File: src/rtl/gray_code_conv.sv
// Streaming Gray<->binary converter with a single registered output stage and a saturating transfer counter.
// Optional Gray-adjacency checker enabled by defining GRAY_ADJ_CHECK_EN; adj_err is tied 0 otherwise.
//   state | meaning
//   EMPTY | output register holds nothing, out_valid=0
//   FULL  | output register holds a result, out_valid=1
module gray_code_conv #(
  parameter int WIDTH = 8,
  parameter int CNT_W = 16
) (
  input  logic             clk,
  input  logic             rst_n,
  input  logic             in_valid,
  output logic             in_ready,
  input  logic             in_mode,
  input  logic [WIDTH-1:0] in_data,
  output logic             out_valid,
  input  logic             out_ready,
  output logic             out_mode,
  output logic [WIDTH-1:0] out_data,
  output logic [CNT_W-1:0] conv_count,
  input  logic             clr_count,
  output logic             adj_err
);

  typedef enum logic {EMPTY = 1'b0, FULL = 1'b1} state_t;

  localparam logic [CNT_W-1:0] CNT_ONE = {{(CNT_W-1){1'b0}}, 1'b1};
  localparam logic [CNT_W-1:0] CNT_MAX = {CNT_W{1'b1}};

  state_t           state_q, state_d;
  logic [WIDTH-1:0] data_q, data_d;
  logic             mode_q, mode_d;
  logic [CNT_W-1:0] count_q, count_d;
  logic             in_xfer, out_xfer;
  logic [WIDTH-1:0] conv_res;

  function automatic logic [WIDTH-1:0] gray2bin(input logic [WIDTH-1:0] g);
    logic [WIDTH-1:0] b;
    b[WIDTH-1] = g[WIDTH-1];
    for (int i = WIDTH-2; i >= 0; i--) b[i] = b[i+1] ^ g[i];
    return b;
  endfunction

  function automatic logic [WIDTH-1:0] bin2gray(input logic [WIDTH-1:0] b);
    return b ^ (b >> 1);
  endfunction

  assign out_valid  = (state_q == FULL);
  assign in_ready   = !out_valid || out_ready;
  assign in_xfer    = in_valid && in_ready;
  assign out_xfer   = out_valid && out_ready;
  assign conv_res   = in_mode ? bin2gray(in_data) : gray2bin(in_data);
  assign out_data   = data_q;
  assign out_mode   = mode_q;
  assign conv_count = count_q;

  always_comb begin
    state_d = state_q;
    data_d  = data_q;
    mode_d  = mode_q;
    case (state_q)
      EMPTY: begin
        if (in_xfer) begin
          state_d = FULL;
          data_d  = conv_res;
          mode_d  = in_mode;
        end
      end
      FULL: begin
        if (in_xfer) begin
          data_d = conv_res;
          mode_d = in_mode;
        end else if (out_xfer) begin
          state_d = EMPTY;
        end
      end
      default: state_d = EMPTY;
    endcase
  end

  // Clear wins over a same-cycle transfer.
  always_comb begin
    count_d = count_q;
    if (clr_count)
      count_d = '0;
    else if (in_xfer && (count_q != CNT_MAX))
      count_d = count_q + CNT_ONE;
  end

  always_ff @(posedge clk or negedge rst_n) begin
    if (!rst_n) begin
      state_q <= EMPTY;
      data_q  <= '0;
      mode_q  <= 1'b0;
      count_q <= '0;
    end else begin
      state_q <= state_d;
      data_q  <= data_d;
      mode_q  <= mode_d;
      count_q <= count_d;
    end
  end

`ifdef GRAY_ADJ_CHECK_EN
  logic [WIDTH-1:0] prev_q, prev_d;
  logic             have_prev_q, have_prev_d;
  logic             adj_err_q, adj_err_d;
  logic [WIDTH-1:0] gray_word;

  // The Gray side of a transfer is the input in mode 0 and the result in mode 1.
  assign gray_word = in_mode ? conv_res : in_data;

  always_comb begin
    prev_d      = prev_q;
    have_prev_d = have_prev_q;
    adj_err_d   = adj_err_q;
    if (clr_count) begin
      prev_d      = '0;
      have_prev_d = 1'b0;
      adj_err_d   = 1'b0;
    end else if (in_xfer) begin
      if (have_prev_q && ($countones(prev_q ^ gray_word) != 1))
        adj_err_d = 1'b1;
      prev_d      = gray_word;
      have_prev_d = 1'b1;
    end
  end

  always_ff @(posedge clk or negedge rst_n) begin
    if (!rst_n) begin
      prev_q      <= '0;
      have_prev_q <= 1'b0;
      adj_err_q   <= 1'b0;
    end else begin
      prev_q      <= prev_d;
      have_prev_q <= have_prev_d;
      adj_err_q   <= adj_err_d;
    end
  end

  assign adj_err = adj_err_q;
`else
  assign adj_err = 1'b0;
`endif

endmodule

File: config.mk
export PLATFORM = sky130hd
export DESIGN_NAME = gray_code_conv
export DESIGN_NICKNAME = d
export VERILOG_FILES = /design/src/rtl/gray_code_conv.sv
export SDC_FILE = /design/constraint.sdc
export NUM_CORES = 1
export LEC_CHECK = 0
export ABC_AREA = 1
export BUFFER_PORTS_ARGS = -buffer_cell sky130_fd_sc_hd__clkbuf_2
export CAP_MARGIN = 20
export CELL_PAD_IN_SITES_DETAIL_PLACEMENT = 1
export CELL_PAD_IN_SITES_GLOBAL_PLACEMENT = 1
export CORE_MARGIN = 2
export CORE_UTILIZATION = 29
export CTS_BUF_LIST = sky130_fd_sc_hd__clkbuf_4 sky130_fd_sc_hd__clkbuf_8
export CTS_CLUSTER_SIZE = 24
export DETAILED_ROUTE_END_ITERATION = 8
export PLACE_DENSITY_LB_ADDON = 0.1
export SYNTH_ARGS = -nofsm -noshare
export SYNTH_HDL_FRONTEND = slang
export SYNTH_SLANG_ARGS = --single-unit
File: constraint.sdc
create_clock -name clk -period 1.95 [get_ports clk]
set_clock_uncertainty 0.05 [all_clocks]
set_input_delay 0.39 -clock clk [delete_from_list [all_inputs] [get_ports clk]]
set_output_delay 0.39 -clock clk [all_outputs]
set_load 0.05 [all_outputs]
==> results of run 1 <==
## cell usage in the layout, fill, tap and decap left out, drive strengths merged, types with 4 or more instances in the layout
master,count
inv,22
nand3,21
xor2,7
a21oi,6
a31oi,4
nor3,9
nand2,47
o21ai,13
clkbuf,44
nor2,18
dfrtp,26
## metal layers
layer / part of all wire / vias to the layer above / GRT usage
met5: 0 / - / 0
met4: 0.0042 / 0 / 0.0234
met3: 0.041 / 3 / 0.0370
met2: 0.42 / 25 / 0.221
met1: 0.54 / 635 / 0.234
li1: - / 706 / -
## report_power, final
part / switching (mW) / internal, mW
Combinational: 0.250 / 0.0779
Clock: 0.171 / 0.181
Sequential: 0.0213 / 0.575
## path summary, 6_finish.rpt
path / end / cells past startpoint / startpoint / slack [ps]
worst max register to register: conv_count[6]$_DFFE_PN0P_ / 9 / conv_count[0]$_DFFE_PN0P_ / 190
worst min-delay path: out_data[3]$_DFFE_PN0P_ / 1 / rst_n / 90
worst min register to register: out_data[7]$_DFFE_PN0P_ / 2 / out_data[7]$_DFFE_PN0P_ / 440
worst max-delay path: conv_count[6]$_DFFE_PN0P_ / 9 / conv_count[0]$_DFFE_PN0P_ / 190
max in group asynchronous: conv_count[0]$_DFFE_PN0P_ / 1 / rst_n / 1280
min in group clk: out_valid$_DFF_PN0_ / 3 / in_valid / 270
## cells in the mapped netlist, types with 2 or more instances
library cell / instances / area share
xor2_1: 7 / 0.041
nand4_1: 2 / 0.0084
a21oi_1: 6 / 0.020
dfrtp_1: 26 / 0.44
inv_2: 4 / 0.010
nor4_1: 2 / 0.0084
a31oi_1: 4 / 0.017
inv_1: 18 / 0.046
nand2_1: 44 / 0.11
nand2_4: 2 / 0.015
nand3_1: 18 / 0.061
nor2_1: 17 / 0.043
nor3_1: 7 / 0.024
nand3_2: 3 / 0.020
o21ai_0: 13 / 0.044
## metrics by stage
stage | instances | power [mW]
6_report | 302 | 1.28
5_1_grt | 302 | 1.36
4_1_cts | 302 | 1.31
3_5_place_dp | 298 | 0.941
3_3_place_gp | 298 | 0.938
2_1_floorplan | 189 | 0.842
## flip-flops by register name, indices dropped and copies added (netlist names)
| signal | cells |
|---|---|
| conv_count | 16 |
| out_data | 8 |
| out_mode | 1 |
| out_valid | 1 |
## final cells by class
cell class              instances  area [um^2]
clock buffers                   4         55.1
fillers                       658         3180
inverters                      23         86.3
multi-input cells             137          733
flip-flops and latches         26          653
well taps                      70         87.6
repair buffers                 42          215
## critical path: stages (launching register included)
cell     delay (ps)
dfrtp_2         440
ha_1            220
nand2_1         190
nor2_4           80
nand3_2         100
nand2_4         100
inv_2           140
nand2_1          80
o21ai_0         180
a21oi_1          60
## cells by family (layout without fill, tap and decap cells)
kind of cell	after synthesis	in the layout
compound gates	24	24
fa+ha+maj	1	1
flops	26	26
buf+inv	26	69
other cells	1	1
simple gates	103	103
xor+xnor	8	8
==> run_summary.xml, run 1 <==
<?xml version="1.0" encoding="UTF-8"?>
<metrics>
  <group name="outcome">
    <metric name="run_status" unit="">complete, no violations</metric>
  </group>
  <group name="floorplanning">
    <metric name="die_outline_area" unit="um^2">5710</metric>
    <metric name="die_w" unit="um">75.5</metric>
    <metric name="fp.dieH" unit="um">75.5</metric>
    <metric name="fp-row-count" unit="">26</metric>
    <metric name="core_area" unit="um^2">5010</metric>
    <metric name="start_util" unit="">0.296</metric>
    <metric name="design.portCount" unit="">42</metric>
  </group>
  <group name="cells_and_area">
    <metric name="final_layout_size_suffix_gt1_frac" unit="">0.272</metric>
    <metric name="design_area" unit="um^2">1830</metric>
    <metric name="finalNetCount" unit="">248</metric>
    <metric name="syn2layout_area_growth" unit="%">23.4</metric>
    <metric name="utilization" unit="">0.365</metric>
    <metric name="antenna_diode_count" unit="">0</metric>
  </group>
  <group name="synthesis">
    <metric name="synth-xor-area-share" unit="">0.0472</metric>
    <metric name="synth_simple_gate_area_share" unit="">0.348</metric>
    <metric name="syn_area" unit="um^2">1480</metric>
    <metric name="ys_async_sr_fraction" unit="">1.00</metric>
    <metric name="synth_seq_area_share" unit="">0.438</metric>
    <metric name="synth-seq-cells" unit="">26</metric>
    <metric name="synthFlopType" unit="">dfrtp_1</metric>
    <metric name="synth-edff-count" unit="">0</metric>
    <metric name="adder_cell_area_share_of_the_yosys_netlist" unit="">0.00843</metric>
    <metric name="synth-warning-count" unit="">0</metric>
    <metric name="synthesized_netlist_net_count" unit="">204</metric>
    <metric name="dominant_combinational_cell_family_by_area_after_synthesis" unit="">simple AND/OR/NAND/NOR gates</metric>
    <metric name="synth.distinct_cells" unit="">31</metric>
    <metric name="synth.avg_cell_area" unit="um^2">7.85</metric>
    <metric name="postSynthCellCount" unit="">189</metric>
    <metric name="synth_compound_gate_area_share" unit="">0.0860</metric>
    <metric name="yosys-mux-area-fraction" unit="">0</metric>
  </group>
  <group name="global_routing">
    <metric name="grt.overflow.total" unit="">0</metric>
    <metric name="largest_net_degree_at_the_start_of_global_routing" unit="">27</metric>
    <metric name="antenna_found_initial" unit="">0</metric>
    <metric name="grt_pass1_wl" unit="um">6580</metric>
    <metric name="grt_pass1_vias" unit="">1370</metric>
    <metric name="track_usage" unit="">0.152</metric>
  </group>
  <group name="sta">
    <metric name="grt_setup_unrepaired" unit="">no</metric>
    <metric name="period_share" unit="">0.902</metric>
    <metric name="report.final.setup_viol" unit="">0</metric>
    <metric name="setup_ws" unit="ps">191</metric>
    <metric name="whs" unit="ps">89.3</metric>
    <metric name="finalHoldViolations" unit="">0</metric>
    <metric name="final.setup.tns" unit="ps">0</metric>
    <metric name="final.min_clock_period" unit="ps">1760</metric>
    <metric name="headroom_to_the_max_slew_limit" unit="">0.539</metric>
    <metric name="worst_slew_pin_slew" unit="ps">692</metric>
    <metric name="max_transition_viols_final" unit="">0</metric>
    <metric name="max_clock_freq" unit="MHz">568</metric>
  </group>
  <group name="critical_path">
    <metric name="worst-endpoint-arrival" unit="ps">1870</metric>
    <metric name="crit_path_max_fanout" unit="">9</metric>
    <metric name="critPathLaunchType" unit="">flip-flop</metric>
    <metric name="setup.worst_path.end_class" unit="">flip-flop</metric>
    <metric name="timing.critical_path.required" unit="ps">2060</metric>
    <metric name="criticalPathCategory" unit="">reg2reg</metric>
  </group>
  <group name="clock_network">
    <metric name="worst_setup_hold_path_clk_slew" unit="ps">90</metric>
    <metric name="cts-root-buf" unit="">clkbuf_8</metric>
    <metric name="cts_hold_buf" unit="">0</metric>
    <metric name="clkSinkCount" unit="">26</metric>
    <metric name="post-cts-setup-buffers" unit="">0</metric>
    <metric name="cts_repair_resize_count" unit="">0</metric>
    <metric name="htreeDepth" unit="">1</metric>
    <metric name="cts_buffers" unit="">3</metric>
    <metric name="worstSkewPairLatency" unit="ps">280</metric>
    <metric name="clock_tree_from_tritoncts" unit="">yes</metric>
    <metric name="ctsLongestPathBuffers" unit="">2</metric>
  </group>
  <group name="pwr">
    <metric name="powerDensity" unit="nW/um^2">697</metric>
    <metric name="vdd_ir_drop_max" unit="V">0.000215</metric>
    <metric name="leakage" unit="nW">0.914</metric>
  </group>
  <group name="placed_design">
    <metric name="place.port_buffers" unit="">40</metric>
    <metric name="pre_cts_slack" unit="ps">223</metric>
    <metric name="place_area" unit="um^2">1780</metric>
    <metric name="globalplace.congestion" unit="">0.776</metric>
    <metric name="place_hpwl" unit="um">3040</metric>
  </group>
  <group name="drt">
    <metric name="drt-initial-drc-count" unit="">67</metric>
    <metric name="vias" unit="">1369</metric>
    <metric name="avgRoutedWirePerCell" unit="um">12.5</metric>
    <metric name="routed_wirelength" unit="um">3790</metric>
    <metric name="per_cell_via_count_in_the_routed_design" unit="">4.53</metric>
    <metric name="antenna_left" unit="">0</metric>
    <metric name="first_pass_iters" unit="">4</metric>
    <metric name="drt_drc_violations_left" unit="">0</metric>
  </group>
  <group name="hold_path">
    <metric name="holdCritPathClass" unit="">in2async</metric>
  </group>
  <group name="job">
    <metric name="max-cap-violations" unit="">0</metric>
  </group>
</metrics>
Note: power is estimated with default switching activity, not from simulation.
==> inputs of run 2 (changes only) <==
--- a/config.mk
+++ b/config.mk
@@ -10,6 +10,7 @@
 export CAP_MARGIN = 20
 export CELL_PAD_IN_SITES_DETAIL_PLACEMENT = 1
 export CELL_PAD_IN_SITES_GLOBAL_PLACEMENT = 1
+export CORE_ASPECT_RATIO = 0.9
 export CORE_MARGIN = 2
 export CORE_UTILIZATION = 29
 export CTS_BUF_LIST = sky130_fd_sc_hd__clkbuf_4 sky130_fd_sc_hd__clkbuf_8
==> run_summary.xml, run 2 (synthesized netlist as in run 1, its figures left out) <==
<?xml version="1.0" encoding="UTF-8"?>
<metrics>
  <group name="floorplanning">
    <metric name="core_area" unit="um^2">4890</metric>
    <metric name="die_w" unit="um">79.4</metric>
    <metric name="design.portCount" unit="">42</metric>
    <metric name="start_util" unit="">0.303</metric>
    <metric name="fp-row-count" unit="">24</metric>
    <metric name="die_outline_area" unit="um^2">5710</metric>
    <metric name="fp.dieH" unit="um">71.9</metric>
  </group>
  <group name="pwr">
    <metric name="p_int" unit="mW">0.834</metric>
    <metric name="seq_power_share" unit="">0.464</metric>
    <metric name="sw_frac_of_total" unit="">0.352</metric>
    <metric name="vdd_ir_drop_max" unit="V">0.000310</metric>
    <metric name="p_comb_frac" unit="">0.256</metric>
    <metric name="power_switching" unit="mW">0.452</metric>
    <metric name="powerDensity" unit="nW/um^2">705</metric>
    <metric name="p_total" unit="mW">1.29</metric>
    <metric name="leakage" unit="nW">0.914</metric>
    <metric name="clkPwrFrac" unit="">0.280</metric>
  </group>
  <group name="critical_path">
    <metric name="timing.critical_path.required" unit="ps">2070</metric>
    <metric name="worst-endpoint-arrival" unit="ps">1900</metric>
    <metric name="setup.worst_path.end_class" unit="">flip-flop</metric>
    <metric name="crit_path_max_fanout" unit="">9</metric>
    <metric name="critPathLaunchType" unit="">flip-flop</metric>
    <metric name="criticalPathCategory" unit="">reg2reg</metric>
  </group>
  <group name="sta">
    <metric name="finalHoldViolations" unit="">0</metric>
    <metric name="period_share" unit="">0.915</metric>
    <metric name="final.setup.tns" unit="ps">0</metric>
    <metric name="grt_setup_unrepaired" unit="">no</metric>
    <metric name="max_transition_viols_final" unit="">0</metric>
    <metric name="max_clock_freq" unit="MHz">561</metric>
    <metric name="whs" unit="ps">79.0</metric>
    <metric name="report.final.setup_viol" unit="">0</metric>
    <metric name="final.min_clock_period" unit="ps">1780</metric>
    <metric name="headroom_to_the_max_slew_limit" unit="">0.549</metric>
    <metric name="worst_slew_pin_slew" unit="ps">677</metric>
  </group>
  <group name="hold_path">
    <metric name="holdCritPathClass" unit="">in2async</metric>
  </group>
  <group name="placed_design">
    <metric name="place.port_buffers" unit="">40</metric>
    <metric name="place_hpwl" unit="um">3180</metric>
    <metric name="globalplace.congestion" unit="">0.772</metric>
  </group>
  <group name="clock_network">
    <metric name="cts_hold_buf" unit="">0</metric>
    <metric name="cts_repair_resize_count" unit="">0</metric>
    <metric name="worst_setup_hold_path_clk_slew" unit="ps">100</metric>
    <metric name="cts-root-buf" unit="">clkbuf_8</metric>
    <metric name="worstSkewPairLatency" unit="ps">280</metric>
    <metric name="clkSinkCount" unit="">26</metric>
    <metric name="ctsLongestPathBuffers" unit="">2</metric>
    <metric name="clock_tree_from_tritoncts" unit="">yes</metric>
    <metric name="cts_buffers" unit="">3</metric>
    <metric name="post-cts-setup-buffers" unit="">0</metric>
    <metric name="htreeDepth" unit="">1</metric>
  </group>
  <group name="cells_and_area">
    <metric name="final_layout_size_suffix_gt1_frac" unit="">0.272</metric>
    <metric name="largest_register_ffs" unit="">16</metric>
    <metric name="antenna_diode_count" unit="">0</metric>
    <metric name="most-common-layout-cells" unit="">43 x nand2_1, 40 x clkbuf_2, 24 x dfrtp_1</metric>
    <metric name="n_fill_cell" unit="">620</metric>
    <metric name="finalNetCount" unit="">248</metric>
    <metric name="syn2layout_area_growth" unit="%">22.9</metric>
    <metric name="layout_commonest_cell" unit="">nand2_1</metric>
  </group>
  <group name="global_routing">
    <metric name="grt_pass1_vias" unit="">1430</metric>
    <metric name="antenna_found_initial" unit="">0</metric>
    <metric name="largest_net_degree_at_the_start_of_global_routing" unit="">27</metric>
    <metric name="grt_pass1_wl" unit="um">6930</metric>
    <metric name="track_usage" unit="">0.155</metric>
    <metric name="grt.overflow.total" unit="">0</metric>
  </group>
  <group name="drt">
    <metric name="vias" unit="">1406</metric>
    <metric name="avgRoutedWirePerCell" unit="um">13.4</metric>
    <metric name="per_cell_via_count_in_the_routed_design" unit="">4.73</metric>
    <metric name="routed_wirelength" unit="um">3990</metric>
    <metric name="drt-initial-drc-count" unit="">38</metric>
    <metric name="drt_drc_violations_left" unit="">0</metric>
    <metric name="first_pass_iters" unit="">4</metric>
    <metric name="antenna_left" unit="">0</metric>
  </group>
  <group name="job">
    <metric name="max-cap-violations" unit="">0</metric>
  </group>
  <group name="outcome">
    <metric name="run_status" unit="">complete, no violations</metric>
  </group>
</metrics>
run 2: critical path, cell delays in order (launching register included):
cell and delay, ps:
dfrtp_2 410, ha_1 170, nand2_1 160, nor2_4 210
nand3_2 130, nand2_4 150, inv_2 100, nand3_1 90
xor2_1 150, nor2_1 50
run 2: per-layer routing:
| metal | global-route usage | wire length [um] | up-vias |
|---|---|---|---|
| met5 | 0 | 0 | - |
| met1 | 0.227 | 2000 | 666 |
| met3 | 0.0277 | 178 | 4 |
| met2 | 0.236 | 1760 | 27 |
| li1 | - | - | 709 |
| met4 | 0.0460 | 51 | 0 |
run 2: final cells by class:
class,count,area [um^2],area share
clock buffers,4,55.1,0.0302
inverters,23,86.3,0.0473
multi-input cells,137,733,0.402
flip-flops and latches,26,653,0.358
well taps,65,81.3,0.0446
repair buffers,42,215,0.118
run 2: stage by stage:
stage                     setup WS [ps]  cells  utilization  cell area (um^2)
after floorplan                     137    189            -              1490
after global placement              243    293        0.361              1770
after detailed placement            172    293        0.361              1770
after CTS                           165    297        0.373              1820
after global routing               12.3    297        0.373              1820
final                               166    297        0.373              1820
run 2: worst paths after layout:
| kind | startpoint | endpoint | slack, ps | depth (start not counted) |
|---|---|---|---|---|
| max | conv_count[0]$_DFFE_PN0P_ | conv_count[14]$_DFFE_PN0P_ | 170 | 9 |
| min | rst_n | conv_count[7]$_DFFE_PN0P_ | 80 | 1 |
| max reg2reg | conv_count[0]$_DFFE_PN0P_ | conv_count[14]$_DFFE_PN0P_ | 170 | 9 |
| min reg2reg | out_data[0]$_DFFE_PN0P_ | out_data[0]$_DFFE_PN0P_ | 450 | 2 |
| max in group asynchronous | rst_n | conv_count[1]$_DFFE_PN0P_ | 1300 | 1 |
| min in group clk | in_valid | out_valid$_DFF_PN0_ | 270 | 3 |
run 2: power groups by stage:
stage                     logic (mW)  clock network, mW  registers (mW)
after detailed placement       0.333                  0           0.610
after global routing           0.361              0.399           0.602
after CTS                      0.334              0.382           0.599
final                          0.329              0.360           0.597
after floorplan                0.109                  0           0.733
after global placement         0.331                  0           0.609
